## src/rtl/pll_sweep_ctrl.sv

```systemverilog
// rtl/pll_sweep_ctrl.sv - PLL frequency sweep controller with reconfig sequencing and elapsed counters
//
// Selects one of NUM_STEPS pll_reconfig ROM images, either manually (up/down
// buttons) or by an auto-sweep that steps toward slower settings while the
// tester reports failures. Each selection change runs the pll_reconfig
// handshake (load ROM image, settle, start reconfig, wait for busy to fall)
// and retries on timeout. Also keeps BCD-minute and tenths-of-second counters
// that measure time since the last reconfiguration.
//
// Ports:
//   clock_50_i          system clock
//   reset               synchronous active-high reset
//   btn_up/btn_down     debounced levels; rising edge steps pos -1 / +1
//   btn_auto            debounced level; rising edge toggles auto-sweep
//   auto_start          level; forces pos 0 with auto-sweep on
//   fail_seen           tester saw failures at the current pos
//   rcfg_busy           pll_reconfig busy
//   rcfg_write_from_rom 1-cycle pulse: load ROM image selected by pos
//   rcfg_reconfig       1-cycle pulse: start reconfiguration
//   rcfg_reset          1-cycle pulse: reset pll_reconfig after a timeout
//   pos                 current step, also the ROM mux select
//   auto_o              auto-sweep active
//   recfg_active        request pending or in progress
//   cfg_err             sticky: MAX_RETRY timeouts on one request
//   retry_cnt           timeouts seen on the current request
//   mins                4-digit BCD minutes since last reconfig
//   secs                binary 0.1 s count since last reconfig

module pll_sweep_ctrl #(
    parameter int NUM_STEPS   = 11,
    parameter int POS_W       = 4,
    parameter int DEFAULT_POS = 7,
    parameter int TIMEOUT_CYC = 1000,
    parameter int MAX_RETRY   = 3,
    parameter int SUBSEC_CYC  = 5000000,
    parameter int MIN_TICKS   = 600
) (
    input  logic             clock_50_i,
    input  logic             reset,
    input  logic             btn_up,
    input  logic             btn_down,
    input  logic             btn_auto,
    input  logic             auto_start,
    input  logic             fail_seen,
    input  logic             rcfg_busy,
    output logic             rcfg_write_from_rom,
    output logic             rcfg_reconfig,
    output logic             rcfg_reset,
    output logic [POS_W-1:0] pos,
    output logic             auto_o,
    output logic             recfg_active,
    output logic             cfg_err,
    output logic [1:0]       retry_cnt,
    output logic [15:0]      mins,
    output logic [15:0]      secs
);

    localparam int TMO_W = $clog2(TIMEOUT_CYC + 1);
    localparam int SUB_W = $clog2(SUBSEC_CYC + 1);
    localparam int MIN_W = $clog2(MIN_TICKS + 1);
    localparam logic [POS_W-1:0] POS_MAX = POS_W'(NUM_STEPS - 1);
    localparam logic [TMO_W-1:0] TMO_LOAD = TMO_W'(TIMEOUT_CYC);

    typedef enum logic [2:0] {S_IDLE, S_LOAD, S_SETTLE, S_ISSUE, S_WAIT} state_t;

    state_t             state, state_nx;
    logic [TMO_W-1:0]   tmo, tmo_nx;
    logic [POS_W-1:0]   pos_nx;
    logic               auto_nx, err_nx;
    logic [1:0]         retry_nx;
    logic [2:0]         retry_inc;
    logic               up_q, down_q, auto_q;
    logic               up_ok, down_ok, auto_e;
    logic [SUB_W-1:0]   sub_cnt;
    logic [MIN_W-1:0]   min_cnt;

    // Button steps at a range limit are not requests at all, so they neither
    // start a sequence nor block a lower-priority request.
    assign auto_e  = btn_auto & ~auto_q;
    assign down_ok = btn_down & ~down_q & (pos < POS_MAX);
    assign up_ok   = btn_up & ~up_q & (pos != '0);
    assign retry_inc    = {1'b0, retry_cnt} + 3'd1;
    assign recfg_active = (state != S_IDLE);

    always_comb begin
        state_nx            = state;
        tmo_nx              = tmo;
        pos_nx              = pos;
        auto_nx             = auto_o;
        err_nx              = cfg_err;
        retry_nx            = retry_cnt;
        rcfg_write_from_rom = 1'b0;
        rcfg_reconfig       = 1'b0;
        rcfg_reset          = 1'b0;
        case (state)
            S_IDLE: begin
                if (auto_start) begin
                    pos_nx   = '0;
                    auto_nx  = 1'b1;
                    state_nx = S_LOAD;
                end else if (auto_e) begin
                    // Leaving auto re-applies the current pos; entering it restarts from the fastest step.
                    if (auto_o) begin
                        auto_nx = 1'b0;
                    end else begin
                        auto_nx = 1'b1;
                        pos_nx  = '0;
                    end
                    state_nx = S_LOAD;
                end else if (down_ok) begin
                    pos_nx   = pos + POS_W'(1);
                    auto_nx  = 1'b0;
                    state_nx = S_LOAD;
                end else if (up_ok) begin
                    pos_nx   = pos - POS_W'(1);
                    auto_nx  = 1'b0;
                    state_nx = S_LOAD;
                end else if (auto_o && fail_seen && (pos < POS_MAX)) begin
                    pos_nx   = pos + POS_W'(1);
                    state_nx = S_LOAD;
                end
            end
            S_LOAD: begin
                rcfg_write_from_rom = 1'b1;
                state_nx            = S_SETTLE;
            end
            S_SETTLE: begin
                state_nx = S_ISSUE;
            end
            S_ISSUE: begin
                if (!rcfg_busy) begin
                    rcfg_reconfig = 1'b1;
                    tmo_nx        = TMO_LOAD;
                    state_nx      = S_WAIT;
                end
            end
            S_WAIT: begin
                tmo_nx = tmo - TMO_W'(1);
                // pll_reconfig raises busy one cycle late, so the first WAIT cycle ignores it.
                if ((tmo != TMO_LOAD) && !rcfg_busy) begin
                    retry_nx = 2'd0;
                    state_nx = S_IDLE;
                end else if (tmo == TMO_W'(1)) begin
                    rcfg_reset = 1'b1;
                    if (retry_inc < 3'(MAX_RETRY)) begin
                        retry_nx = retry_inc[1:0];
                        state_nx = S_LOAD;
                    end else begin
                        err_nx   = 1'b1;
                        retry_nx = 2'd0;
                        state_nx = S_IDLE;
                    end
                end
            end
            default: state_nx = S_IDLE;
        endcase
        // A reset cycle must never leak a handshake pulse.
        if (reset) begin
            rcfg_write_from_rom = 1'b0;
            rcfg_reconfig       = 1'b0;
            rcfg_reset          = 1'b0;
        end
    end

    always_ff @(posedge clock_50_i) begin
        if (reset) begin
            state     <= S_IDLE;
            tmo       <= '0;
            pos       <= POS_W'(DEFAULT_POS);
            auto_o    <= 1'b0;
            cfg_err   <= 1'b0;
            retry_cnt <= 2'd0;
            up_q      <= 1'b0;
            down_q    <= 1'b0;
            auto_q    <= 1'b0;
        end else begin
            state     <= state_nx;
            tmo       <= tmo_nx;
            pos       <= pos_nx;
            auto_o    <= auto_nx;
            cfg_err   <= err_nx;
            retry_cnt <= retry_nx;
            up_q      <= btn_up;
            down_q    <= btn_down;
            auto_q    <= btn_auto;
        end
    end

    function automatic logic [15:0] bcd_inc(input logic [15:0] v);
        logic [15:0] r;
        logic        c;
        r = v;
        c = 1'b1;
        for (int i = 0; i < 4; i++) begin
            if (c) begin
                if (r[i*4 +: 4] == 4'd9) begin
                    r[i*4 +: 4] = 4'd0;
                end else begin
                    r[i*4 +: 4] = r[i*4 +: 4] + 4'd1;
                    c = 1'b0;
                end
            end
        end
        return r;
    endfunction

    // Elapsed time restarts after every reconfiguration.
    always_ff @(posedge clock_50_i) begin
        if (reset || recfg_active) begin
            sub_cnt <= '0;
            min_cnt <= '0;
            secs    <= 16'd0;
            mins    <= 16'd0;
        end else if (sub_cnt == SUB_W'(SUBSEC_CYC - 1)) begin
            sub_cnt <= '0;
            secs    <= secs + 16'd1;
            if (min_cnt == MIN_W'(MIN_TICKS - 1)) begin
                min_cnt <= '0;
                mins    <= bcd_inc(mins);
            end else begin
                min_cnt <= min_cnt + MIN_W'(1);
            end
        end else begin
            sub_cnt <= sub_cnt + SUB_W'(1);
        end
    end

endmodule

```

## config.mk

```make
export PLATFORM = sky130hd
export DESIGN_NAME = pll_sweep_ctrl
export DESIGN_NICKNAME = d
export VERILOG_FILES = /design/src/rtl/pll_sweep_ctrl.sv
export SDC_FILE = /design/constraint.sdc
export NUM_CORES = 1
export LEC_CHECK = 0
export BUFFER_PORTS_ARGS = -buffer_cell sky130_fd_sc_hd__buf_2
export CORE_MARGIN = 1.5
export CORE_UTILIZATION = 40
export CTS_BUF_LIST = sky130_fd_sc_hd__clkbuf_16
export DETAILED_ROUTE_END_ITERATION = 10
export HOLD_SLACK_MARGIN = 0.02
export PLACE_DENSITY = 0.68
export SETUP_SLACK_MARGIN = 0.1
export SYNTH_ARGS = -nofsm -noshare
export SYNTH_HDL_FRONTEND = slang
export SYNTH_SLANG_ARGS = --single-unit
```

## constraint.sdc

```tcl
create_clock -name clock_50_i -period 2.85 [get_ports clock_50_i]
set_input_delay 0.57 -clock clock_50_i [delete_from_list [all_inputs] [get_ports clock_50_i]]
set_output_delay 0.57 -clock clock_50_i [all_outputs]
set_load 0.03 [all_outputs]
```

==> impl_results.md <==
- #FFs+latches synth: 89
- Routed vias: 3882
- Top_reg_cell synth: dfxtp_1
- CP Launch Type: flip-flop
- Sequential area share after synthesis: 40.1%
- Pre-Repair DR Iteration Count: 4
- Num rows: 38
- I/O pins: 52
- Unrepaired setup endpoints after global routing: false
- WP data required: 2280 ps
- Hold path cells: 1
- Drc violations: 0
- CP Max Fanout: 5
- Vias in the first global route: ~3500
- Crit Path Class: reg -> out
- IO Port Bufs: 51
- Post-CTS Setup Repair Bufs: 0
- Avg Synthesized Cell Area: around 8.4 um2
- Syn Inst Count: 529
- Total gr overflow: 0
- Ys async rst share: 0%
- Pwr Total: 2.62 mW
- Worst vdd ir: between 0.0003 and 0.0004 V
- Die Y: 108 um
- Pre-CTS WS: about 430 ps
- Hold Crit Class: reg -> reg
- Final Hold Viols: 0
- CTS Hold Bufs: 0
- CTS tree: yes
- Global-route wire length before repair: 15.9 mm
- Critical Path End Type: output pin
- Routed vias/inst: 5.35
- Die width: 108 um
- Max-capacitance violation count: 0
- Final Cell Area: around 5100 um2
- Placement Cell Area: about 4900 um2
- Static leakage: between 1.5 and 2 nW
- DPL Wire Length: 6.71 mm
- Area contributors post-synth: dfxtp_1, xnor2_1, nor2_1, nand2_1, a21oi_1
- N_diodes: 0
- Setup TNS: 0 ps
- Fin cells: 726
- Clk buf depth: 2
- Worst-path clk slew: 60 ps
- Mapped Nets: 544
- Cell Pwr Density: 512 nW/um2
- Gpl congestion: 0.859
- Synth warnings: 0
- Relative slew slack: 58.8%
- Commonest non-fill, non-tap cell in the layout: dfxtp_1
- FMAX: approximately 390 MHz
- Share of layout cells above drive strength 1: 14.2%
- Yosys top cell area share: 40.1%
- Die Area: 11700 um2
- Multi-input combinational cell area: 2530 um2
- Post-CTS resize count: 0
- Root Driver: clkbuf_16
- Clk_skew: 7.19 ps
- FF/Latch Area: 1780 um2
- WL per Instance: 12.9 um
- Clock sink total: 89
- Initial Util: 41.0%
- Cell variety after synth: 57
- Synth area leader: dfxtp_1
- Setup ws final: roughly 280 ps
- WL final: about 9.4 mm
- Worst R2R Path Depth: 5
- Synthesis-to-finish area growth: 15.4%
- Cts bufs inserted: 9
- Mapped cell area: approximately 4400 um2
- Antenna viol nets, final: 0
- Worst slew pin tran: 617 ps
- Number of fill cells: between 1000 and 1500
- WP data arrival: 2000 ps
- Pins Over Slew Limit: 0
- Final min period: 2570 ps
- Commonest non-fill, non-tap cells in the layout: dfxtp_1, nor2_1, buf_2
- Clock Latency Late Sink: about 340 ps
- # setup viols final: 0
- Post-synth EDFFs: 0
- NumNets Final: 596
- Total track usage: between 10% and 20%
- Core area: about 11000 um2
- Starting DRT DRC Count: 220
- Largest net degree at the start of global routing: 33
- Clock H-tree levels: 3
- Final period utilization: 90.1%
- Status: complete, no violations
- Placed insts: between 700 and 800
- Initial antenna violation count: 0
==> report_power, final <==
part           internal (mW)  switching (mW)  leakage (nW)
combinational          0.101           0.178          1.08
clock                  0.572           0.455         0.128
sequential              1.28          0.0421         0.720
==> cell type report <==
cell class	instances	share of cell area, %
multi-input cells	405	49.3
clock buffers	9	4.40
clock inverters	7	0.586
well taps	140	3.42
repair buffers	60	6.30
flip-flops and latches	89	34.8
inverters	16	1.17
==> Yosys cell counts (2+ instances only) <==
cell	number
nand2b_1	3
nand3_1	22
nor4_1	13
nor2_1	74
nand4b_1	2
or3_1	11
and4_1	8
nor3_1	17
o211ai_1	2
or4b_1	2
and2_1	8
o21ai_0	15
a41o_1	2
nand4_1	19
buf_2	2
mux2i_1	5
nand2_1	45
mux2_2	2
a31o_2	3
xnor2_1	34
nor4b_1	3
xor2_1	14
a21oi_1	28
inv_1	16
and3b_1	3
o31ai_1	2
nor4bb_1	6
a31oi_1	3
ha_1	7
clkbuf_1	15
nor2b_1	12
nor3b_1	4
and3_1	10
or4_1	4
dfxtp_1	89
a211o_1	3
==> per-stage QoR <==
step | hold WS (ps) | util (%)
floorplan | 426 | -
global placement | 436 | 44.9
detailed placement | 445 | 44.9
CTS | 451 | 47.3
global route | 471 | 47.3
finish | 456 | 47.3
==> worst paths after layout <==
check	start	to	slack, ps
worst min-delay path	sub_cnt[0]	sub_cnt[0]	460
worst min register to register	sub_cnt[0]	sub_cnt[0]	460
worst max-delay path	tmo[0]	rcfg_reset	280
worst max register to register	sub_cnt[14]	secs[14]	400
==> cells by family after synthesis <==
logic type      count (synthesis)  synth area share, %
simple gates                  275                 34.1
buf+inv                        35                 3.10
fa+ha+maj                       7                 1.97
mux                             7                 1.63
xor+xnor                       48                 9.47
flops                          89                 40.1
compound gates                 68                 9.64
==> registers in the layout (all words and copies together) (netlist names) <==
register,flops
auto_o,1
auto_q,1
cfg_err,1
down_q,1
min_cnt,10
mins,16
pos,4
retry_cnt,2
secs,16
state,3
sub_cnt,23
tmo,10
up_q,1
==> layer usage <==
| layer | share of wire (%) | wire length (um) | vias up | GRT usage (%) |
|---|---|---|---|---|
| met5 | 0 | 0 | - | 0 |
| met4 | 1.4 | 132 | 0 | 5.92 |
| met3 | 3.2 | 304 | 14 | 4.04 |
| met2 | 48 | 4530 | 62 | 29.0 |
| met1 | 47 | 4420 | 1820 | 20.9 |
| li1 | - | - | 1986 | - |
==> critical path, stage by stage (launching register included) <==
cell and delay [ps]:
dfxtp_1 340, inv_1 70, ha_1 180, and4_1 190, a41oi_1 220, nor4_1 390
buf_2 270
Note: power is estimated with default switching activity, not from simulation.
